===== src/rtl/lu_repair_scheduler_pkg.sv =====
// Shared types and constants for the logic-unit repair scheduler.
// Holds the FSM state enum, the unit function encodings and the last sweep vector index.
package lu_sched_pkg;

   typedef enum logic [1:0] {
      ST_IDLE    = 2'd0,
      ST_HOST    = 2'd1,
      ST_T_APPLY = 2'd2,
      ST_T_CHECK = 2'd3
   } sched_state_e;

   localparam logic [1:0] LU_AND  = 2'd0;
   localparam logic [1:0] LU_OR   = 2'd1;
   localparam logic [1:0] LU_XOR  = 2'd2;
   localparam logic [1:0] LU_NAND = 2'd3;

   localparam logic [5:0] VEC_LAST = 6'd63;

endpackage


===== src/rtl/lu_repair_scheduler_if.sv =====
// Host evaluation handshake between the SPI command decoder and the scheduler.
// The master is the decoder side; the slave is the scheduler.
interface lu_repair_scheduler_if;
   logic       host_req;
   logic [1:0] host_func;
   logic [1:0] host_a;
   logic [1:0] host_b;
   logic       host_gnt;
   logic [1:0] host_result;

   modport master (
      output host_req, host_func, host_a, host_b,
      input  host_gnt, host_result
   );

   modport slave (
      input  host_req, host_func, host_a, host_b,
      output host_gnt, host_result
   );
endinterface


===== src/rtl/lu_repair_scheduler_golden.sv =====
// Reference 2-bit logic unit used to judge the self-test responses.
// Purely combinational; mirrors the function encoding in lu_sched_pkg.
module lu_golden
   import lu_sched_pkg::*;
(
   input  logic [1:0] func_i,
   input  logic [1:0] a_i,
   input  logic [1:0] b_i,
   output logic [1:0] result_o
);

   always_comb begin
      result_o = 2'b00;
      case (func_i)
         LU_AND:  result_o = a_i & b_i;
         LU_OR:   result_o = a_i | b_i;
         LU_XOR:  result_o = a_i ^ b_i;
         LU_NAND: result_o = ~(a_i & b_i);
         default: result_o = 2'b00;
      endcase
   end

endmodule


===== src/rtl/lu_repair_scheduler.sv =====
// Shares the primary/spare logic unit between host requests and a periodic 64-vector self-test,
// switching to the spare after repeated failing sweeps. Optional macro: LU_FAULT_INJECT_EN.
//
// state      | meaning
// ST_IDLE    | waiting; host request wins over a queued sweep
// ST_HOST    | host operands on the bus; second phase registers result and grants
// ST_T_APPLY | drive sweep vector vec onto the units
// ST_T_CHECK | compare selected unit against golden, advance or end the sweep
module lu_repair_scheduler
   import lu_sched_pkg::*;
#(
   parameter int unsigned TEST_PERIOD = 12_500_000,
   parameter int unsigned FAIL_LIMIT  = 2
) (
   input  logic                   clk,
   input  logic                   reset_n,
   lu_repair_scheduler_if.slave   host,
   output logic [1:0]             lu_func,
   output logic [1:0]             lu_a,
   output logic [1:0]             lu_b,
   input  logic [1:0]             lu_result_main,
   input  logic [1:0]             lu_result_spare,
`ifdef LU_FAULT_INJECT_EN
   input  logic                   inject_fault,
`endif
   output logic                   use_spare,
   output logic                   error_flag,
   output logic                   fatal,
   output logic                   test_busy
);

   localparam int unsigned   TW         = (TEST_PERIOD > 1) ? $clog2(TEST_PERIOD) : 1;
   localparam logic [TW-1:0] TIMER_LAST = TW'(TEST_PERIOD - 1);
   localparam logic [3:0]    FAIL_LIM   = 4'(FAIL_LIMIT);

   sched_state_e  state_q, resume_q;
   logic          host_ph_q;
   logic [5:0]    vec_q;
   logic          sweep_fail_q;
   logic [3:0]    fail_cnt_q;
   logic          pending_q;
   logic [TW-1:0] timer_q;
   logic [1:0]    cap_func_q, cap_a_q, cap_b_q;
   logic [1:0]    lu_func_q, lu_a_q, lu_b_q;
   logic          host_gnt_q;
   logic [1:0]    host_result_q;
   logic          use_spare_q, error_flag_q, fatal_q, test_busy_q;

   logic [1:0]    golden_res;
   logic [1:0]    main_res;
   logic [1:0]    sel_res;
   logic          mismatch;
   logic          timer_wrap;
   logic          sweep_start;
   logic [3:0]    fail_cnt_d;
   logic          limit_hit;

   lu_golden u_golden (
      .func_i   (lu_func_q),
      .a_i      (lu_a_q),
      .b_i      (lu_b_q),
      .result_o (golden_res)
   );

   always_comb begin
      main_res = lu_result_main;
`ifdef LU_FAULT_INJECT_EN
      main_res = lu_result_main ^ {1'b0, inject_fault};
`endif
      sel_res     = use_spare_q ? lu_result_spare : main_res;
      mismatch    = (sel_res != golden_res);
      timer_wrap  = (timer_q == TIMER_LAST);
      sweep_start = (state_q == ST_IDLE) && !host.host_req && pending_q;
      // Counter outcome if this cycle closes the sweep (includes the current compare).
      if (sweep_fail_q || mismatch)
         fail_cnt_d = (fail_cnt_q == 4'd15) ? 4'd15 : fail_cnt_q + 4'd1;
      else
         fail_cnt_d = 4'd0;
      limit_hit = (fail_cnt_d >= FAIL_LIM);
   end

   always_ff @(posedge clk or negedge reset_n) begin
      if (!reset_n) begin
         state_q       <= ST_IDLE;
         resume_q      <= ST_IDLE;
         host_ph_q     <= 1'b0;
         vec_q         <= '0;
         sweep_fail_q  <= 1'b0;
         fail_cnt_q    <= '0;
         pending_q     <= 1'b0;
         timer_q       <= '0;
         cap_func_q    <= '0;
         cap_a_q       <= '0;
         cap_b_q       <= '0;
         lu_func_q     <= '0;
         lu_a_q        <= '0;
         lu_b_q        <= '0;
         host_gnt_q    <= 1'b0;
         host_result_q <= '0;
         use_spare_q   <= 1'b0;
         error_flag_q  <= 1'b0;
         fatal_q       <= 1'b0;
         test_busy_q   <= 1'b0;
      end else begin
         host_gnt_q <= 1'b0;
         timer_q    <= timer_wrap ? '0 : timer_q + TW'(1);
         pending_q  <= timer_wrap | (pending_q & ~sweep_start);

         case (state_q)
            ST_IDLE: begin
               if (host.host_req) begin
                  cap_func_q <= host.host_func;
                  cap_a_q    <= host.host_a;
                  cap_b_q    <= host.host_b;
                  lu_func_q  <= host.host_func;
                  lu_a_q     <= host.host_a;
                  lu_b_q     <= host.host_b;
                  host_ph_q  <= 1'b1;
                  resume_q   <= ST_IDLE;
                  state_q    <= ST_HOST;
               end else if (pending_q) begin
                  vec_q        <= '0;
                  sweep_fail_q <= 1'b0;
                  test_busy_q  <= 1'b1;
                  state_q      <= ST_T_APPLY;
               end
            end

            ST_HOST: begin
               // A mid-sweep slot enters in phase 0 and spends one cycle driving the bus.
               if (!host_ph_q) begin
                  lu_func_q <= cap_func_q;
                  lu_a_q    <= cap_a_q;
                  lu_b_q    <= cap_b_q;
                  host_ph_q <= 1'b1;
               end else begin
                  host_result_q <= sel_res;
                  host_gnt_q    <= 1'b1;
                  state_q       <= resume_q;
               end
            end

            ST_T_APPLY: begin
               lu_func_q <= vec_q[5:4];
               lu_a_q    <= vec_q[3:2];
               lu_b_q    <= vec_q[1:0];
               state_q   <= ST_T_CHECK;
            end

            ST_T_CHECK: begin
               if (mismatch) begin
                  sweep_fail_q <= 1'b1;
                  error_flag_q <= 1'b1;
               end
               if (vec_q == VEC_LAST) begin
                  if (limit_hit && !use_spare_q) begin
                     use_spare_q <= 1'b1;
                     fail_cnt_q  <= 4'd0;
                  end else begin
                     fail_cnt_q <= fail_cnt_d;
                     if (limit_hit)
                        fatal_q <= 1'b1;
                  end
                  test_busy_q <= 1'b0;
                  state_q     <= ST_IDLE;
               end else begin
                  vec_q <= vec_q + 6'd1;
                  if (host.host_req) begin
                     cap_func_q <= host.host_func;
                     cap_a_q    <= host.host_a;
                     cap_b_q    <= host.host_b;
                     host_ph_q  <= 1'b0;
                     resume_q   <= ST_T_APPLY;
                     state_q    <= ST_HOST;
                  end else begin
                     state_q <= ST_T_APPLY;
                  end
               end
            end

            default: state_q <= ST_IDLE;
         endcase
      end
   end

   assign host.host_gnt    = host_gnt_q;
   assign host.host_result = host_result_q;
   assign lu_func          = lu_func_q;
   assign lu_a             = lu_a_q;
   assign lu_b             = lu_b_q;
   assign use_spare        = use_spare_q;
   assign error_flag       = error_flag_q;
   assign fatal            = fatal_q;
   assign test_busy        = test_busy_q;

endmodule


===== src/flat_wrapper.sv =====
// flat-port wrapper written by rule: the top's interface ports become plain ports
module lu_repair_scheduler_flat import lu_sched_pkg::*;
#(
   parameter int unsigned TEST_PERIOD = 12_500_000,
   parameter int unsigned FAIL_LIMIT  = 2
)
  (clk, reset_n, lu_func, lu_a, lu_b, lu_result_main, lu_result_spare, use_spare, error_flag, fatal, test_busy, host_host_req, host_host_func, host_host_a, host_host_b, host_host_gnt, host_host_result);
  lu_repair_scheduler_if host_i ();
  input  logic clk;
  input  logic reset_n;
  output logic [1:0] lu_func;
  output logic [1:0] lu_a;
  output logic [1:0] lu_b;
  input  logic [1:0] lu_result_main;
  input  logic [1:0] lu_result_spare;
  output logic use_spare;
  output logic error_flag;
  output logic fatal;
  output logic test_busy;
  input wire logic [$bits(host_i.host_req)-1:0] host_host_req;
  input wire logic [$bits(host_i.host_func)-1:0] host_host_func;
  input wire logic [$bits(host_i.host_a)-1:0] host_host_a;
  input wire logic [$bits(host_i.host_b)-1:0] host_host_b;
  output wire logic [$bits(host_i.host_gnt)-1:0] host_host_gnt;
  output wire logic [$bits(host_i.host_result)-1:0] host_host_result;
  assign host_i.host_req = host_host_req;
  assign host_i.host_func = host_host_func;
  assign host_i.host_a = host_host_a;
  assign host_i.host_b = host_host_b;
  assign host_host_gnt = host_i.host_gnt;
  assign host_host_result = host_i.host_result;
  lu_repair_scheduler #(.TEST_PERIOD(TEST_PERIOD), .FAIL_LIMIT(FAIL_LIMIT)) u_core (.clk(clk), .reset_n(reset_n), .host(host_i), .lu_func(lu_func), .lu_a(lu_a), .lu_b(lu_b), .lu_result_main(lu_result_main), .lu_result_spare(lu_result_spare), .use_spare(use_spare), .error_flag(error_flag), .fatal(fatal), .test_busy(test_busy));
endmodule

===== config.mk =====
export PLATFORM = sky130hd
export DESIGN_NAME = lu_repair_scheduler_flat
export DESIGN_NICKNAME = d
export VERILOG_FILES = /design/src/rtl/lu_repair_scheduler_pkg.sv /design/src/rtl/lu_repair_scheduler_if.sv /design/src/rtl/lu_repair_scheduler_golden.sv /design/src/rtl/lu_repair_scheduler.sv /design/src/flat_wrapper.sv
export SDC_FILE = /design/constraint.sdc
export NUM_CORES = 1
export LEC_CHECK = 0
export ABC_AREA = 1
export ABC_CLOCK_PERIOD_IN_PS = 4850
export BUFFER_PORTS_ARGS = -buffer_cell sky130_fd_sc_hd__clkbuf_2
export CAP_MARGIN = 10
export CORE_AREA = 2 2 81 83
export DETAILED_ROUTE_END_ITERATION = 8
export DIE_AREA = 0 0 83 85
export HOLD_SLACK_MARGIN = 0.06
export PLACE_DENSITY = 0.74
export REMOVE_ABC_BUFFERS = 1
export SETUP_SLACK_MARGIN = 0.05
export SLEW_MARGIN = 5
export SYNTH_ARGS = -nofsm -noshare
export SYNTH_HDL_FRONTEND = slang
export SYNTH_SLANG_ARGS = --single-unit

===== constraint.sdc =====
create_clock -name clk -period 4.85 [get_ports clk]
set_input_delay 0.485 -clock clk [delete_from_list [all_inputs] [get_ports clk]]
set_output_delay 0.485 -clock clk [all_outputs]
set_load 0.01 [all_outputs]

# Word level (Yosys, flattened, before mapping)
# Index checks and enable logic that the tools add are counted.
[op_classes]
n_eq_ne = 20
muxes = 52
reduce_logical = 24
n_bitwise = 8
n_addsub = 3
magnitude_cmp = 1
[op_table]
columns = ["op", "count"]
rows = [
  ["$mux W2", 21],
  ["$add A24 B1 Y24 const B", 1],
  ["$eq A24 B24 Y1 const B", 1],
  ["$mux W24", 1],
  ["$reduce_and A4 Y1", 6],
  ["$mux W6", 3],
  ["$pmux W2 S3", 3],
  ["$pmux W2 S2", 4],
  ["$pmux W2 S4", 2],
  ["$mux W4", 3],
  ["$pmux W6 S2", 1],
  ["$mux W1", 11],
  ["$ne A2 B2 Y1 const B", 5],
  ["$reduce_and A2 Y1", 5],
  ["$eq A2 B2 Y1 const B", 4],
  ["$ne A2 B1 Y1 const B", 4],
  ["$add A6 B1 Y6 const B", 1],
  ["$eq A6 B6 Y1 const B", 1],
  ["$reduce_and A3 Y1", 2],
  ["$reduce_bool A3 Y1", 2],
  ["$add A4 B1 Y4 const B", 1],
  ["$eq A2 B1 Y1 const B", 2],
  ["$eq A4 B4 Y1 const B", 1],
  ["$ge A4 B2 Y1 const B", 1],
  ["16 further kinds", 22],
]
[word_totals]
input_bits = 13
regBits = 60
output_inout_bits = 13
word_cells = 128

# Logic depth before layout (Yosys ltp)
[logic_depth]
ltp_word = 10
mapped_depth = 14
ltp_nobuf = 14

# By module
# Synthesis repeated with hierarchy kept, for this count alone.
[hier_totals]
cells_unflattened = 445
area_unflattened_um2 = 3407.0
[by_module_without_submodules]
columns = ["module", "instances", "area_per_inst_um2", "cells_per_inst", "seq_area_each_um2"]
rows = [
  ["lu_repair_scheduler", 1, 3268.1, 422, 1476.4],
  ["lu_golden", 1, 138.9, 23, 0.0],
]

# Worst setup path before layout
# OpenSTA, ideal clock, no wires.
[synth_timing]
path_kind = "register -> register"
from = "register u_core.lu_a_q[0] (netlist: u_core.lu_a[0])"
to = "register u_core.use_spare_q (netlist: u_core.use_spare)"
setup_time_ps = 131
path_stages_with_launch = 11
t_required_ps = 4719
arrival_ps = 1510
slack_ps = 3210
period_less_slack_ps = 1640
n_path_buf = 0
cell_sequence = "dfrtp_1 > inv_1 > ha_1 > o21ai_0 > nand3_1 > nand2_1 > nand2_1 > nand2_1 > nand3_1 > o31ai_1 > o21ai_0"
[synth_between]
elab_chain_cells = 9
word_cells_on_any_way = 11
cone_classes = "1 x order compare; 1 x eq/ne; 2 x mux; 4 x bitwise; 3 x reduce/logical"
[synth_lines]
columns = ["element", "line", "source"]
rows = [
  ["start, declared", "lu_repair_scheduler.sv:44", "logic [1:0] lu_func_q, lu_a_q, lu_b_q;"],
  ["start signal, assigned", "lu_repair_scheduler.sv:116", "lu_a_q <= host.host_a;"],
  ["start signal, assigned", "lu_repair_scheduler.sv:133", "lu_a_q <= cap_a_q;"],
  ["start signal, assigned", "lu_repair_scheduler.sv:145", "lu_a_q <= vec_q[3:2];"],
  ["$and A2 B2 Y2", "lu_repair_scheduler_golden.sv:15, lu_repair_scheduler_golden.sv:18", ""],
  ["$not A2 Y2", "lu_repair_scheduler_golden.sv:18", "LU_NAND: result_o = ~(a_i & b_i);"],
  ["$pmux W2 S4 (*)", "lu_repair_scheduler_golden.sv:14", "case (func_i)"],
  ["$ne A2 B2 Y1 (*)", "lu_repair_scheduler.sv:71", "mismatch = (sel_res != golden_res);"],
  ["$logic_or A1 B1 Y1 (*)", "lu_repair_scheduler.sv:75", "if (sweep_fail_q || mismatch)"],
  ["$mux W4 (*)", "lu_repair_scheduler.sv:75", ""],
  ["$ge A4 B2 Y1 (*)", "lu_repair_scheduler.sv:79", "limit_hit = (fail_cnt_d >= FAIL_LIM);"],
  ["$logic_and A1 B1 Y1 (*)", "lu_repair_scheduler.sv:156", "if (limit_hit && !use_spare_q) begin"],
  ["$reduce_and A3 Y1 (no line) (*)", "n/a", ""],
  ["end signal, assigned", "lu_repair_scheduler.sv:100", "use_spare_q <= 1'b0;"],
  ["end signal, assigned", "lu_repair_scheduler.sv:157", "use_spare_q <= 1'b1;"],
  ["end, declared", "lu_repair_scheduler.sv:47", "logic use_spare_q, error_flag_q, fatal_q, test_busy_q;"],
]
# Every way passes the cells marked *; elsewhere a longest branch is shown, timed or not.
# A chain may end at the register's enable or synchronous reset.

# Final worst setup path
[layout_timing]
from = "register u_core.state_q[0]"
to = "register u_core.lu_b_q[1] (netlist: u_core.lu_b[1])"
[layout_between]
elab_chain_cells = 3
word_cells_on_any_way = 8
cone_classes = "4 x eq/ne; 1 x mux; 3 x reduce/logical"
[layout_lines]
columns = ["element", "line", "source"]
rows = [
  ["start, declared", "lu_repair_scheduler.sv:36", "sched_state_e state_q, resume_q;"],
  ["start signal, assigned", "lu_repair_scheduler.sv:139", "state_q <= resume_q;"],
  ["$eq A2 B1 Y1 (tied with other cells)", "lu_repair_scheduler.sv:109", "case (state_q)"],
  ["$ne A2 B2 Y1 (no line) / $reduce_bool A3 Y1 (equally long branches)", "n/a", ""],
  ["$reduce_and A3 Y1 (no line)", "n/a", ""],
  ["end signal, assigned", "lu_repair_scheduler.sv:117", "lu_b_q <= host.host_b;"],
  ["end signal, assigned", "lu_repair_scheduler.sv:134", "lu_b_q <= cap_b_q;"],
  ["end signal, assigned", "lu_repair_scheduler.sv:146", "lu_b_q <= vec_q[1:0];"],
  ["end, declared", "lu_repair_scheduler.sv:44", ""],
]
# Parallel ways exist; a longest one is shown, timed or not.

==> results.cfg <==
[run_status]
status = finished, final reports clean

[cells_and_area]
regArea_um2 = 1480
drive_above_1_share_pct = 12.4
antennaDiodeCount = 0
syn_to_final_growth_pct = 12.8
nets = 481
fill_cells = 558
multi_input_area_um2 = 1530

[global_routing]
grt_pass1_vias = 2760
grt_start_max_net_pins = 60
grt_first_pass_wirelength_mm = 12.3
grt_use_total_pct = 21.7
grt_antenna_before_repair = 0
grt_overflow = 0

[sta]
tns_ps = 0
rsz0062_at_grt = false
fin_ws_ps = 2890
tightest_slew_ps = 725
period_minus_slack_ps = 1960
fin_skew_ps = 6.62
max_freq_mhz = 510
slew_headroom_pct = 51.6
drv_slew = 0
hold_viol_final = 0
setup_viol = 0
fin_crit_sh_pct = 40.4

[synthesis]
yosys-top-cells-count = 91 x nand2_1, 74 x inv_1, 59 x dfrtp_1
synth_top_area_cell = dfrtp_1
ys_types = 37
synth.most_common_cell = nand2_1
synthFlopType = dfrtp_1
ys_ff_latch = 59
netlist.area_leader.share_pct = 44.6
yosys_warnings = 0
yosysSeqAreaShare_pct = 44.6
post_synth.cell_area_avg_um2 = 7.82
synth_area_leaders = dfrtp_1 45%, nand2_1 10%, inv_1 8.4%, o21ai_0 5.0%, ha_1 4.5%
syn_inst = 423
synth-async-reset-ratio_pct = 100
synth_edf_count = 0
synth_area_um2 = 3310

[worst_setup_path]
reg2reg_depth = 9
r2r_start = u_core.state_q[0]$_DFFE_PN0P_
crit_fanout = 12
startpoint_type = flip-flop
rr_endpoint = u_core.lu_b[1]$_DFFE_PN0P_
crit_type = reg2reg
critPathRequiredTime_ps = 5110
arrival_ps = 2220
critPathCaptureType = flip-flop
r2r_slack_ps = 2890

[die]
die_area_um2 = 7060
fp.dieW_um = 83
start_util_pct = 53.3
design.portCount = 26
core-area_um2 = 6200
num_rows = 29
dieHeight_um = 85

[power]
power_leakage_nw = 1.94
power.density_nw_per_um2 = 453
irDropWorstVdd_v = 0.000309

[routing]
finalWirelength_mm = 6.86
drt_iter0_markers = 187
avgRoutedWirePerCell_um = 12.8
num_vias = 2793
viasPerCell = 5.20
drc_errors = 0
antenna_left = 0
drt-pass1-iter-count = 4

[cts]
clock_path_buffers = 2
cts-htree-levels = 3
cts_tree = done
cts_setup_buffers = 0
hold_buffers = 0
clock-root-buffer = clkbuf_8
cts_resized = 0
cts_num_sinks = 59
clock_latency_ps = 340
cts_buffers = 9
clkTransAtPathRegs_ps = 60

[placement]
dp_slack_ps = 2930
io_buffers = 25
dp_hpwl_mm = 5.05
place_congestion = 0.872

[hold_path]
hold_class = in2async

[run]
timing.max_cap.violations = 0
[sequential cells by signal, indices dropped and copies added, names as in the netlist]
name                     flops
u_core.timer_q              24
u_core.vec_q                 6
u_core.fail_cnt_q            4
u_core.cap_a_q               2
u_core.cap_b_q               2
u_core.cap_func_q            2
u_core.host.host_result      2
u_core.lu_a                  2
u_core.lu_b                  2
u_core.lu_func               2
u_core.state_q               2
u_core.error_flag            1
u_core.fatal                 1
u_core.host.host_gnt         1
u_core.host_ph_q             1
u_core.pending_q             1
u_core.resume_q              1
u_core.sweep_fail_q          1
u_core.test_busy             1
u_core.use_spare             1
[where the power goes]
| group | internal [mW] | switching [mW] | leakage [nW] |
|---|---|---|---|
| combinational | 0.198 | 0.372 | 1.09 |
| sequential | 0.581 | 0.0595 | 0.741 |
| clock | 0.291 | 0.190 | 0.109 |
| total | 1.07 | 0.621 | 1.94 |
[worst max-delay path, cell delays in order (launching register included)]
cell and delay, ps:
dfrtp_1 390, inv_1 100, ha_1 260, inv_1 90
nor2_1 40, inv_1 110, nand2_1 100, nor2_1 490
o211ai_1 200, o21ai_0 110
[area by class of cell]
class	instances	area share, %
sequential	59	39.5
timing repair buffer	26	3.55
clock inverter	1	0.804
inverter	75	7.54
clock buffer	14	4.89
tap	77	2.58
multi-input combinational	285	41.1
[cell families after synthesis]
kind of cell	after synthesis	synth area share, %
simple gates	198	27.8
buf+inv	79	9.04
compound gates	62	10.6
flops	59	44.6
xor+xnor	13	3.44
fa+ha+maj	12	4.54
[how the worst max path moves through the flow]
| stage | cells after the start | endpoint | from | slack [ps] |
|---|---|---|---|---|
| floorplan | 10 | u_core.use_spare$_DFFE_PN0P_ | u_core.lu_a[0]$_DFFE_PN0P_ | 3210 |
| global placement | 7 | u_core.lu_a[1]$_DFFE_PN0P_ | u_core.state_q[1]$_DFFE_PN0P_ | 2960 |
| detailed placement | 9 | u_core.lu_b[1]$_DFFE_PN0P_ | u_core.state_q[0]$_DFFE_PN0P_ | 2930 |
| CTS | 9 | u_core.lu_b[1]$_DFFE_PN0P_ | u_core.state_q[0]$_DFFE_PN0P_ | 2920 |
| global route | 9 | u_core.lu_a[1]$_DFFE_PN0P_ | u_core.state_q[0]$_DFFE_PN0P_ | 2680 |
| finish | 9 | u_core.lu_b[1]$_DFFE_PN0P_ | u_core.state_q[0]$_DFFE_PN0P_ | 2890 |
[per-layer routing]
| layer | global-route usage, % | vias to the layer above | routed length (µm) |
|---|---|---|---|
| li1 | - | 1428 | - |
| met1 | 27.7 | 1278 | 3150 |
| met2 | 35.9 | 67 | 3290 |
| met3 | 3.89 | 20 | 217 |
| met4 | 10.9 | 0 | 196 |
| met5 | 0 | - | 0 |
[per-stage QoR]
step / util (%) / total power [mW] / cells / hold slack, ps / cell area [µm²]
after floorplan: - / 1.06 / 419 / 189 / 3290
final: 60.2 / 1.69 / 537 / 278 / 3730
after global routing: 60.2 / 1.83 / 537 / 379 / 3730
after global placement: 56.7 / 1.21 / 522 / 463 / 3520
after detailed placement: 56.7 / 1.22 / 522 / 472 / 3520
after CTS: 60.2 / 1.70 / 537 / 325 / 3730
[cell usage in the layout (no fill, tap or decap), drive strengths merged, types with 2 or more instances in the layout]
cell type / count
clkbuf: 39
nand3: 22
xor2: 12
nand4: 7
o21ai: 33
dfrtp: 59
a31oi: 2
nand2: 96
nor4: 4
nor3: 19
o22ai: 2
o211ai: 7
ha: 12
inv: 75
nor2: 45
a21oi: 12
Power figures use the tool's default switching activity.
